File: config.mk
export PLATFORM = sky130hd
export DESIGN_NAME = stream_demux_1xn
export DESIGN_NICKNAME = d
export VERILOG_FILES = /design/src/rtl/stream_demux_pkg.sv /design/src/rtl/stream_demux_1xn_slot.sv /design/src/rtl/stream_demux_1xn.sv
export SDC_FILE = /design/constraint.sdc
export NUM_CORES = 1
export LEC_CHECK = 0
export ABC_AREA = 1
export BUFFER_PORTS_ARGS = -buffer_cell sky130_fd_sc_hd__buf_2
export CORE_MARGIN = 8
export CORE_UTILIZATION = 50
export DETAILED_ROUTE_END_ITERATION = 8
export PLACE_DENSITY = 0.78
export SYNTH_ARGS = -nofsm -noshare
export SYNTH_HDL_FRONTEND = slang
export SYNTH_SLANG_ARGS = --single-unit
File: constraint.sdc
create_clock -name clk -period 2.2 [get_ports clk]
set_input_delay 0.11 -clock clk [delete_from_list [all_inputs] [get_ports clk]]
set_output_delay 0.11 -clock clk [all_outputs]
set_load 0.01 [all_outputs]
File: src/rtl/stream_demux_pkg.sv
// Shared defaults and select range check for the registered 1xN stream demux.
package stream_demux_pkg;

    localparam int DEMUX_WIDTH_DEF = 8;
    localparam int DEMUX_NCH_DEF   = 8;

    function automatic logic sel_in_range(input int unsigned sel, input int unsigned n);
        return sel < n;
    endfunction

endpackage

File: src/rtl/stream_demux_1xn_slot.sv
// demux_slot: one-entry valid/data holding register for a single output channel.
module demux_slot
    import stream_demux_pkg::*;
#(
    parameter int WIDTH = DEMUX_WIDTH_DEF
) (
    input  logic             clk,
    input  logic             rst_n,
    input  logic             wr_en,
    input  logic [WIDTH-1:0] wr_data,
    input  logic             rd_ready,
    output logic             valid,
    output logic [WIDTH-1:0] data,
    output logic             can_acc
);

    assign can_acc = !valid || rd_ready;

    // A write wins over a drain, so a same-cycle drain and fill keeps valid high.
    // Data is only loaded on a write, so it stays stable during a stall and after a drain.
    always_ff @(posedge clk) begin
        if (!rst_n) begin
            valid <= 1'b0;
            data  <= '0;
        end else if (wr_en) begin
            valid <= 1'b1;
            data  <= wr_data;
        end else if (rd_ready) begin
            valid <= 1'b0;
        end
    end

endmodule

File: src/rtl/stream_demux_1xn.sv
// stream_demux_1xn: routes one valid/ready stream to N_CH registered output channels.
// Optional broadcast input in_bcast is enabled by defining STREAM_DEMUX_BCAST_EN.
module stream_demux_1xn
    import stream_demux_pkg::*;
#(
    parameter  int WIDTH = DEMUX_WIDTH_DEF,
    parameter  int N_CH  = DEMUX_NCH_DEF,
    localparam int SEL_W = $clog2(N_CH)
) (
    input  logic                    clk,
    input  logic                    rst_n,
    input  logic                    in_valid,
    output logic                    in_ready,
    input  logic [WIDTH-1:0]        in_data,
    input  logic [SEL_W-1:0]        in_sel,
`ifdef STREAM_DEMUX_BCAST_EN
    input  logic                    in_bcast,
`endif
    output logic [N_CH-1:0]         out_valid,
    input  logic [N_CH-1:0]         out_ready,
    output logic [N_CH*WIDTH-1:0]   out_data,
    output logic                    sel_err
);

    logic [N_CH-1:0]  can_acc;
    logic [N_CH-1:0]  wr_en;
    logic [WIDTH-1:0] slot_data [N_CH];
    logic             sel_ok;
    logic             bcast;
    logic             accept;

`ifdef STREAM_DEMUX_BCAST_EN
    assign bcast = in_bcast;
`else
    assign bcast = 1'b0;
`endif

    assign sel_ok = sel_in_range(32'(in_sel), N_CH);
    assign accept = in_valid && in_ready;

    // Out-of-range beats are always sunk, so a bad select can never stall the producer.
    always_comb begin
        in_ready = 1'b1;
        if (bcast) begin
            in_ready = &can_acc;
        end else if (sel_ok) begin
            in_ready = can_acc[in_sel];
        end
    end

    always_comb begin
        wr_en = '0;
        if (accept) begin
            if (bcast) begin
                wr_en = '1;
            end else if (sel_ok) begin
                wr_en[in_sel] = 1'b1;
            end
        end
    end

    always_ff @(posedge clk) begin
        if (!rst_n) begin
            sel_err <= 1'b0;
        end else begin
            sel_err <= accept && !bcast && !sel_ok;
        end
    end

    for (genvar k = 0; k < N_CH; k++) begin : g_slot
        demux_slot #(
            .WIDTH (WIDTH)
        ) u_slot (
            .clk      (clk),
            .rst_n    (rst_n),
            .wr_en    (wr_en[k]),
            .wr_data  (in_data),
            .rd_ready (out_ready[k]),
            .valid    (out_valid[k]),
            .data     (slot_data[k]),
            .can_acc  (can_acc[k])
        );
    end

    always_comb begin
        out_data = '0;
        for (int k = 0; k < N_CH; k++) begin
            out_data[k*WIDTH +: WIDTH] = slot_data[k];
        end
    end

endmodule
==> reports/results.txt <==
The flow ran to the end, and the final reports show no timing, DRC or antenna violations. The starting density of the core was 0.516; the max-slew violation total from the final report was 0. The die covers 0.00936 mm2. The run gives 29 as the number of placement rows. The logs give 0 for the number of antenna violations at the first check in global routing and 55 for the pin count of the biggest net entering global routing. The endpoint kind of the worst setup timing path is an output pin. From bottom edge to top edge, the die measures 96.7 um. The core region is 0.00631 mm2. For the normalized max-slew margin, the log shows 0.608.

The worst setup path is launched from a flip-flop. The overall fraction of global-route tracks in use came out at 0.193. The fraction of the yosys area taken by sequential cells came out at 0.442.

The run gives 0 as the hold buffer count at cts. The first global-routing pass estimated 15200 um of wire. The top routing layer in use was met4. The slowest stage of the critical path is the dfxtp_1 cell. The tools report the clock sink count as 72.

Of all nets on the critical path, the largest fanout is 35. The setup fix buffers added after clock tree synthesis was 0; the distinct cell type count after synthesis was 20. The tools report the footprint of the multi-input gates as 0.00149 mm2. The overall die width is 96.7 um, and the number of antenna repair diodes is 0. Final hold analysis gives a worst-case slack of 30.4 ps. The logs give 0 for the max-cap check violation count and 2.71 mW for the post-layout total power. The detailed router put a total of 4080 um of wire on met1. The detailed router finished its first iteration with 160 violations. The worst setup path category is flip-flop to output pin. The run gives 0 as the antenna violation net count after detailed routing. The run gives 0.923 as the final estimated routing congestion in global placement. The number of vias after detailed routing is 3253, and the final layout net count is 567. Power spread over the standard cell area amounts to 704 mW/mm2. The post-CTS resize count is 0.

The signal on the critical path passes through nand2_1, nor2_1, nor2_1, nand2_1, nor2_4, buf_4, buf_2. The internal power component is 1.97 mW. The kind of cell with the highest combined delay along the critical path is buffers and inverters.

The synthesized flop and latch total was 72. For this design the total switching power over the nets is 0.737 mW. TritonCTS built the clock tree.

For the mapped cell area, the log shows 0.00326 mm2. Final cell utilization of the core: 0.609. The wire length per cell after detailed routing came out at 14.5 um. The tools report the final setup slack of the worst path as 409 ps.

CTS built an H-tree with a depth of 3. For the total wire length after detailed routing, the log shows 9070 um. Clock tree root buffer cell: clkbuf_8. Static timing analysis puts the maximum clock frequency at 0.558 GHz.

The remaining global-route overflow was 0; the setup clock skew after layout was 8.29 ps. After detailed routing, the number of remaining DRC violations is 0. The worst-case IR drop observed on VDD is 0.000467 V. After detailed routing, the met3 layer carries 625 um of wire.

Portion of the clock cycle consumed by the worst path in the final layout: 0.814. Area added between synthesis and finish: 18.0%. Prior to clock tree synthesis, the placed netlist has a worst setup slack of 519 ps. After filler insertion, the fill cell instance count of the layout stands at 617. Setup repair after global routing left no endpoint under its margin. The arrival time of data at the critical path endpoint came out at 1680 ps.

The part of the power in registers is 0.506, and the latest clock arrival within the worst-skew pair is 350 ps. The worst hold path belongs to the class primary input to flip-flop. The required time of the worst setup path was 2090 ps; the register cell area after layout was 0.00144 mm2. The ratio of cells with drive above 1 in the final layout is 0.233. Dividing the synthesized area by the synthesized cell count gives 6.96 um2. The via count of the first global-routing pass is 3135, and the static leakage is 1.89 nW. For the pin with the worst max-slew slack, the measured transition is 586 ps. Port buffering added 94 buffers. The buffer and inverter count on the worst path was 2; the fraction of power consumed by the clock network was 0.375. The wire-length estimate of the detail-placed layout is 6440 um. The cell count after synthesis came out at 468. Subtracting the final worst setup slack from the clock period gives 1790 ps. The top-level I/O count was 96; the count of final setup violators was 0. Maximum root-to-sink buffer count: 2. The first TritonRoute pass finished after 5 iterations. For this run, the number of Yosys warnings is 0. For the proportion of power drawn by combinational gates, the log shows 0.119.

For the number of hold violations in the final report, the log shows 0. The via density per instance came out at 5.19. The net switching fraction of the power is 0.272, and the sum of met2 wire segment lengths after detailed routing is 4170 um.

The worst stage delay on the critical path was 320 ps; the setup TNS was 0 ps. In this run, CTS created clock tree buffers numbering 9. Clock-pin slew was measured on the worst setup and hold paths at 80 ps. The net count after synthesis was 490.
flip-flops by register name (all words and copies together) (netlist names):
register / cells
g_slot.u_slot.data: 64
g_slot.u_slot.valid: 8
synthesized netlist by cell type:
master    number  area [um2]
buf_4         16         120
conb_1         1        3.75
nor2_4         4        45.0
inv_1         27         101
inv_2          2        7.51
o21ai_1        1        5.00
buf_6          1        11.3
buf_1          3        11.3
buf_2          7        35.0
clkbuf_1       5        18.8
clkinv_1       3        11.3
nor2_1       154         578
nand4_1       65         407
nand3_1       12        60.1
dfxtp_1       72        1440
nor2_2         7        43.8
clkbuf_8       1        13.8
nand2_1       82         308
a21oi_1        4        20.0
nand3_4        1        17.5
placed cells by master, fill, tap and decap left out, drive strengths merged:
cell type	netlist	routed
buf	27	99
inv	29	29
bufinv	0	1
nor2	165	165
nand3	13	13
clkinv	3	6
clkbuf	6	10
nand4	65	65
dfxtp	72	72
a21oi	4	4
conb	1	1
clkinvlp	0	2
o21ai	1	1
nand2	82	82
cells by family (layout without fill, tap and decap cells):
logic type / count (synthesis) / after routing / share of synthesized area
AO/OA/AOI/OAI: 5 / 5 / 0.00768
AND/OR/NAND/NOR: 325 / 325 / 0.448
flip-flops: 72 / 72 / 0.442
buffers and inverters: 65 / 147 / 0.101
other: 1 / 1 / 0.00115
worst paths after layout:
path                                 start                        to  slack [ps]  depth (start not counted)
setup / recovery    g_slot[7].u_slot.valid                  in_ready         410                          7
hold / removal                out_ready[6]    g_slot[6].u_slot.valid          30                          4
setup reg to reg    g_slot[2].u_slot.valid  g_slot[3].u_slot.data[1]         580                          9
hold reg to reg   g_slot[6].u_slot.data[7]  g_slot[6].u_slot.data[7]         480                          2
tightest hold or removal path: stages:
cell and delay (ps):
buf_2 70, inv_1 30, nand2_1 60, a21oi_1 60
layer usage:
| layer | vias to the layer above | track usage |
|---|---|---|
| met5 | - | 0 |
| li1 | 1648 | - |
| met4 | 0 | 0.0817 |
| met3 | 16 | 0.0597 |
| met1 | 1483 | 0.246 |
| met2 | 106 | 0.293 |
through the flow:
step | cells | cell area, um2
global placement | 611 | 3660
global route | 627 | 3850
CTS | 627 | 3850
floorplan | 468 | 3260
detailed placement | 611 | 3660
finish | 627 | 3850
power by group through the flow:
stage          combinational (mW)  sequential, mW  clock, mW
5_1_grt                     0.362            1.38       1.10
2_1_floorplan               0.203            1.42          0
3_3_place_gp                0.316            1.40          0
6_report                    0.323            1.37       1.02
3_5_place_dp                0.322            1.40          0
4_1_cts                     0.323            1.37       1.03
final cells by class:
| cell class | instances | area share |
|---|---|---|
| Clock buffer | 10 | 0.0332 |
| Clock inverter | 6 | 0.0156 |
| Inverter | 32 | 0.0312 |
| Multi-Input combinational cell | 331 | 0.388 |
| Sequential cell | 72 | 0.375 |
| Tap cell | 77 | 0.0250 |
| Timing Repair Buffer | 99 | 0.132 |
Power figures use the tool's default switching activity.
